`config.mk`:
```
export PLATFORM = sky130hd
export DESIGN_NAME = sysid_info_regs
export DESIGN_NICKNAME = d
export VERILOG_FILES = /design/src/rtl/sysid_info_regs.sv
export SDC_FILE = /design/constraint.sdc
export NUM_CORES = 1
export LEC_CHECK = 0
export ABC_AREA = 1
export BUFFER_PORTS_ARGS = -buffer_cell sky130_fd_sc_hd__clkbuf_2
export CAP_MARGIN = 0
export CORE_ASPECT_RATIO = 1.25
export CORE_MARGIN = 3
export CORE_UTILIZATION = 55
export DETAILED_ROUTE_END_ITERATION = 10
export GPL_ROUTABILITY_DRIVEN = 0
export GPL_TIMING_DRIVEN = 0
export PLACE_DENSITY = 0.74
export SYNTH_ARGS = -nofsm -noshare
export SYNTH_HDL_FRONTEND = slang
export SYNTH_HIERARCHICAL = 1
export SYNTH_SLANG_ARGS = --single-unit
```
`constraint.sdc`:
```
create_clock -name clock -period 1.4 [get_ports clock]
set_input_delay 0.28 -clock clock [delete_from_list [all_inputs] [get_ports clock]]
set_output_delay 0.28 -clock clock [all_outputs]
set_load 0.03 [all_outputs]
```
`src/rtl/sysid_info_regs.sv`:
```
// System ID / build info register block on a zero-wait Avalon-MM slave.
// ID, build timestamp, 64-bit uptime counter with an atomic high-half shadow, and R/W scratch words.
module sysid_scratch_word (
  input  logic        clock,
  input  logic        reset_n,
  input  logic        we_i,
  input  logic [31:0] wdata_i,
  output logic [31:0] q_o
);
  logic [31:0] word_q, word_d;

  always_comb begin
    word_d = word_q;
    if (we_i) word_d = wdata_i;
  end

  always_ff @(posedge clock or negedge reset_n) begin
    if (!reset_n) word_q <= '0;
    else          word_q <= word_d;
  end

  assign q_o = word_q;
endmodule

module sysid_info_regs #(
  parameter logic [31:0] ID_VALUE    = 32'd1459559916,
  parameter logic [31:0] TIMESTAMP   = 32'd0,
  parameter int          NUM_SCRATCH = 2,
  parameter int          ADDR_W      = 3
) (
  input  logic              clock,
  input  logic              reset_n,
  input  logic [ADDR_W-1:0] address,
  input  logic              read,
  input  logic              write,
  input  logic [31:0]       writedata,
  output logic [31:0]       readdata,
  output logic              readdatavalid
);
  localparam int STAGES = 1;

  typedef struct packed {
    logic              rd;
    logic              wr;
    logic [ADDR_W-1:0] addr;
    logic [31:0]       wdata;
  } req_t;

  req_t req;
  assign req = '{rd: read, wr: write, addr: address, wdata: writedata};

  // Full-width compares everywhere so upper address bits never alias.
  logic hit_id, hit_ts, hit_lo, hit_hi;
  assign hit_id = (req.addr == ADDR_W'(0));
  assign hit_ts = (req.addr == ADDR_W'(1));
  assign hit_lo = (req.addr == ADDR_W'(2));
  assign hit_hi = (req.addr == ADDR_W'(3));

  logic [NUM_SCRATCH-1:0]       scr_hit;
  logic [NUM_SCRATCH-1:0][31:0] scr_q;

  genvar g;
  generate
    for (g = 0; g < NUM_SCRATCH; g++) begin : g_scr
      assign scr_hit[g] = (req.addr == ADDR_W'(4 + g));
      sysid_scratch_word u_word (
        .clock   (clock),
        .reset_n (reset_n),
        .we_i    (req.wr && scr_hit[g]),
        .wdata_i (req.wdata),
        .q_o     (scr_q[g])
      );
    end
  endgenerate

  logic [63:0] cnt_q, cnt_d;
  logic [31:0] shadow_q, shadow_d;

  // A clear loads zero and the same edge's tick is still applied, so the
  // counter reads 1 on the following cycle, matching the post-reset behaviour.
  always_comb begin
    cnt_d = cnt_q + 64'd1;
    if (req.wr && hit_lo) cnt_d = 64'd1;
  end

  always_comb begin
    shadow_d = shadow_q;
    if (req.rd && hit_lo) shadow_d = cnt_q[63:32];
  end

  always_ff @(posedge clock or negedge reset_n) begin
    if (!reset_n) begin
      cnt_q    <= '0;
      shadow_q <= '0;
    end else begin
      cnt_q    <= cnt_d;
      shadow_q <= shadow_d;
    end
  end

  logic [31:0] rd_mux;
  always_comb begin
    rd_mux = '0;
    if (hit_id) rd_mux = ID_VALUE;
    if (hit_ts) rd_mux = TIMESTAMP;
    if (hit_lo) rd_mux = cnt_q[31:0];
    if (hit_hi) rd_mux = shadow_q;
    for (int i = 0; i < NUM_SCRATCH; i++)
      if (scr_hit[i]) rd_mux = scr_q[i];
  end

  logic [31:0]       rdata_q, rdata_d;
  logic [STAGES:0]   vld_pipe;
  logic [STAGES:1]   vld_pipe_q;

  assign vld_pipe[0]        = req.rd;
  assign vld_pipe[STAGES:1] = vld_pipe_q;

  always_comb begin
    rdata_d = rdata_q;
    if (req.rd) rdata_d = rd_mux;
  end

  always_ff @(posedge clock or negedge reset_n) begin
    if (!reset_n) begin
      rdata_q    <= '0;
      vld_pipe_q <= '0;
    end else begin
      rdata_q    <= rdata_d;
      vld_pipe_q <= vld_pipe[STAGES-1:0];
    end
  end

  assign readdata      = rdata_q;
  assign readdatavalid = vld_pipe[STAGES];
endmodule

```
---- After elaboration in Yosys (flattened, before gate mapping) ----
Cells that the tools add are included.
word-level totals
  flip-flop bits (word level) ............. 193
  bits of input ports ..................... 39
  word-level logic and storage cells ...... 24
operators by class
  $add $sub $neg .......................... 1
  eq/ne operators ......................... 5
  mux-type cells .......................... 7
  reduce and logical (&&, ||, !) cells .... 5
operator list
  cell                                                              count
  32-bit two-way mux                                                5
  64-bit by 1-bit adder with 64-bit output (second input constant)  1
  64-bit two-way mux                                                1
  31-bit two-way mux                                                1
  3-bit by 2-bit == test with 1-bit output (second input constant)  2
  3-bit == test (second input constant)                             2
  1-bit logical AND                                                 4
  3-bit by 1-bit == test with 1-bit output (second input constant)  1
  3-bit logical NOT                                                 1

---- Longest topological paths before layout ----
  word-level depth ........................ 7
  gate-level depth with buffers ........... 11

---- Cells and area by module ----
Netlist, hierarchy kept.
by module, submodules not included
  module              instances  cells an instance  area each (um2)  sequential area each (um2)
  sysid_info_regs     1          1092               7445.9           3228.1
  sysid_scratch_word  2          136                1292.5           800.8

---- Worst setup path after synthesis ----
Ideal clock, no wire load.
  path kind ............................... flip-flop to flip-flop
  start point ............................. reg cnt_q[0]
  end point ............................... reg cnt_q[62]
  arrival ................................. 1.427 ns
  data required time ...................... 1.274 ns
  slack ................................... -0.152 ns
  cell stages (with the launch flop) ...... 9
  path buffers ............................ 0
  period minus slack after synthesis ...... 1.552 ns
  cells stage by stage .................... dfrtp_1 -> ha_1 -> nand2_1 -> nor2_1 -> nand2_1 -> nor2_1 -> nand2_1 -> o21ai_0 -> a21oi_1
between the ends
  longest elaborated chain between the ends .. 2
ends and longest elaborated chain
  what                                      RTL line  text
  from (decl)                               76        logic [63:0] cnt_q, cnt_d;
  from (signal assigned)                    96        cnt_q <= cnt_d;
  64-bit by 1-bit adder with 64-bit output  82        cnt_d = cnt_q + 64'd1;
  64-bit two-way mux                        83        if (req.wr && hit_lo) cnt_d = 64'd1;
  net cnt_d[62]                             76
The timed path passes the listed nets, and every way through them passes these cells.
A chain may end at the register's enable or synchronous reset.

---- Worst setup path after layout ----
  start point ............................. reg cnt_q[27]
  end point ............................... reg cnt_q[36]
Same word-level chain as after synthesis.

==> metrics.yaml <==
run_status:
  outcome: "finished, violations left"
  violations: "hold timing, setup timing"
setup_path:
  reg2regPathDepth: 6
  timing.rr.start: "cnt_q[27]"
  cp_num_buf_inv: 0
  path_class: "flip-flop to flip-flop"
  crit_fanout: 4
  critPathTopFamily: "simple AND/OR/NAND/NOR gates"
  critPathMaxStageDelay_ns: 0.45
  cp_slowest_cell: "dfrtp_2"
  critPathRequiredTime_ns: 1.69
  critPathArrivalTime_ns: 2.22
  start_kind: "flip-flop"
  cp_num_cells: 6
  cp-end-kind: "flip-flop"
  startpoint: "cnt_q[27]"
  crit_path_cell_trace: "nand2_2, nor2_2, nand2_4, nor3b_4, a21oi_1, nor2_1"
  setup.worst_path.end: "cnt_q[36]"
  reg2reg_to: "cnt_q[36]"
  reg2reg_slack_ns: -0.53
run:
  cap_violations: 0
sta:
  fin_crit_sh_pct: 138
  maxClockFrequency_ghz: 0.519
  fin_ws_ns: -0.526
  rsz0062_at_grt: "yes"
  slew-limit-headroom_pct: 59.9
  layout_min_cycle_time_ns: 1.93
  finalClockSkew_ns: 0.00926
  tightest_slew_ns: 0.602
  slew_viol_final: 0
  finalHoldViolCount: 36
  finalSetupTns_ns: -9.06
  finalSetupViolations: 54
  holdWs_ns: -0.267
grt:
  overflow: 0
  grt_max_degree: 85
  antenna_found_initial: 0
  grt_pass1_vias: 9782
  grt_util_all_layers_pct: 33.6
  grt_pass1_wl_um: 51600
finish:
  final_util_pct: 72.6
  diodes: 0
  multi_input_area_sq_um: 5140
  nets: 1571
  areaGrowthSynthToFinish_pct: 28.1
  fillerInstances: 1303
  drive_above_1_share_pct: 29.2
  layout_commonest_cell: "nand2_1"
  final_cell_area_sq_um: 12800
  layout_common_cells: "nand2_1, dfrtp_1, nor2_1, inv_1, nand2_2"
  regArea_sq_um: 4850
synth:
  yosysTopAreaCellShare_pct: 48.1
  synth.top_cells.by_area: "dfrtp_1, nand2_1, nor2_1"
  ys_seq_area_share_pct: 48.1
  netlist_area_sq_um: 10000
  postSynthAreaPerCell_sq_um: 7.35
  ys_ff_latch: 193
  synthesis.instances: 1364
  ys.warnings.count: 6
  yosys.area.top_type: "dfrtp_1"
  synth_nets: 1404
  ys_types: 32
route:
  antenna_left: 0
  drtIter0Drc: 1286
  drt_wl_total_um: 35800
  avgRoutedWirePerCell_um: 20.2
  num_vias: 10200
  viasPerCell: 5.79
  drt-pass1-iter-count: 6
  drc_errors: 0
die:
  row_count: 54
  num_io_pins: 72
  die-area_sq_um: 19900
  coreArea_sq_um: 17700
  start_util_pct: 56.7
  dieHeight_um: 157
  die_x_um: 127
placement:
  portBuffers: 70
  place_area_sq_um: 10800
  post-dp-hpwl_um: 22700
power_and_ir_drop:
  vdd_drop_max_mv: 0.850
  powerDensity_nw_per_um2: 1170
  leakage_uw: 0.00604
  fin_total_pwr_uw: 15100
cts:
  htree_levels: 4
  clkSinkCount: 193
  path_clk_slew_ns: 0.08
  clk_path_buf_depth: 2
  worstSkewPairLatency_ns: 0.45
  tritoncts: "yes"
  cts-root-buf: "clkbuf_16"
  cts_buffers: 17
worst_hold_path:
  hp-class: "input port to asynchronous set/reset pin"
sequential cells by signal, indices dropped and copies added (netlist names):
name              flops
readdatavalid         1
cnt_q                64
g_scr.u_word/q_o     64
readdata             32
shadow_q             32
area by class of cell:
class,instances,share of cell area (%)
multi-input combinational,978,40.0
sequential,193,37.7
timing repair buffer,148,8.00
inverter,142,4.30
clock buffer,19,3.45
buffer,51,2.94
tap,224,2.18
clock inverter,13,1.35
timing repair:
action / in CTS / in global routing
gates cloned: 0 / 0
buffers inserted: 54 / 23
gates resized for setup: 151 / 125
endpoints found under the hold margin: 36 / 36
endpoints found under the setup margin: 93 / 99
pin swaps: 45 / 39
per-stage QoR:
| stage | instances | setup WS, ns |
|---|---|---|
| 2_1_floorplan | 1364 | -0.00467 |
| 3_3_place_gp | 1658 | -3.70 |
| 3_5_place_dp | 1660 | -0.554 |
| 4_1_cts | 1746 | -0.131 |
| 5_1_grt | 1768 | -0.552 |
| 6_report | 1768 | -0.526 |
how the worst min path moves through the flow:
stage	startpoint	slack (ns)	endpoint
final	reset_n	-0.27	shadow_q[11]
after global placement	g_scr[1].u_word/q_o[11]	0.45	g_scr[1].u_word/q_o[11]
after floorplan	reset_n	-0.02	cnt_q[0]
after global routing	reset_n	-0.24	shadow_q[11]
after detailed placement	reset_n	0.21	shadow_q[11]
after CTS	reset_n	-0.25	shadow_q[11]
kinds of logic after synthesis:
logic type      after synthesis  share of synthesized area (%)
fa+ha+maj                     1                          0.125
simple gates                810                           32.9
flops                       193                           48.1
xor+xnor                      8                          0.699
compound gates              159                           9.03
buf+inv                     193                           9.09
worst register-to-register path, delay by kind of cell, from the launching register on:
family,cells,cell delay (ns)
AO/OA/AOI/OAI,1,0.13
flip-flops,1,0.45
AND/OR/NAND/NOR,5,1.19
synth_stat cells:
cell	count
nand4_1	15
inv_8	2
inv_2	6
buf_2	16
a21oi_1	40
buf_12	2
o21ai_0	57
nor4_1	1
clkbuf_1	12
o21ai_1	28
nand3_2	3
nor2_2	7
nor3_1	9
ha_1	1
nor3b_1	1
buf_6	6
buf_1	5
o21a_1	1
a31oi_1	6
nand4_2	1
xor2_1	8
clkbuf_8	6
nor2_1	232
nor2_4	5
dfrtp_1	193
a211oi_1	1
o221ai_1	26
nand2_1	460
buf_4	4
inv_1	134
nand2_2	22
nand3_1	54
metal layers:
metal	vias to the layer above	GRT usage [%]	share of wire, %
met5	-	0	0
met4	0	21.0	8.0
met3	231	5.67	8.8
met2	714	53.5	46
met1	4672	42.9	37
li1	4626	-	-
where the power goes:
group / leakage [uW] / total (uW) / switching [uW] / internal, uW
sequential: 0.00246 / 7030 / 636 / 6390
clock: 0.000308 / 5260 / 2350 / 2910
combinational: 0.00328 / 2780 / 1760 / 1020
Note: power is estimated with default switching activity, not from simulation.
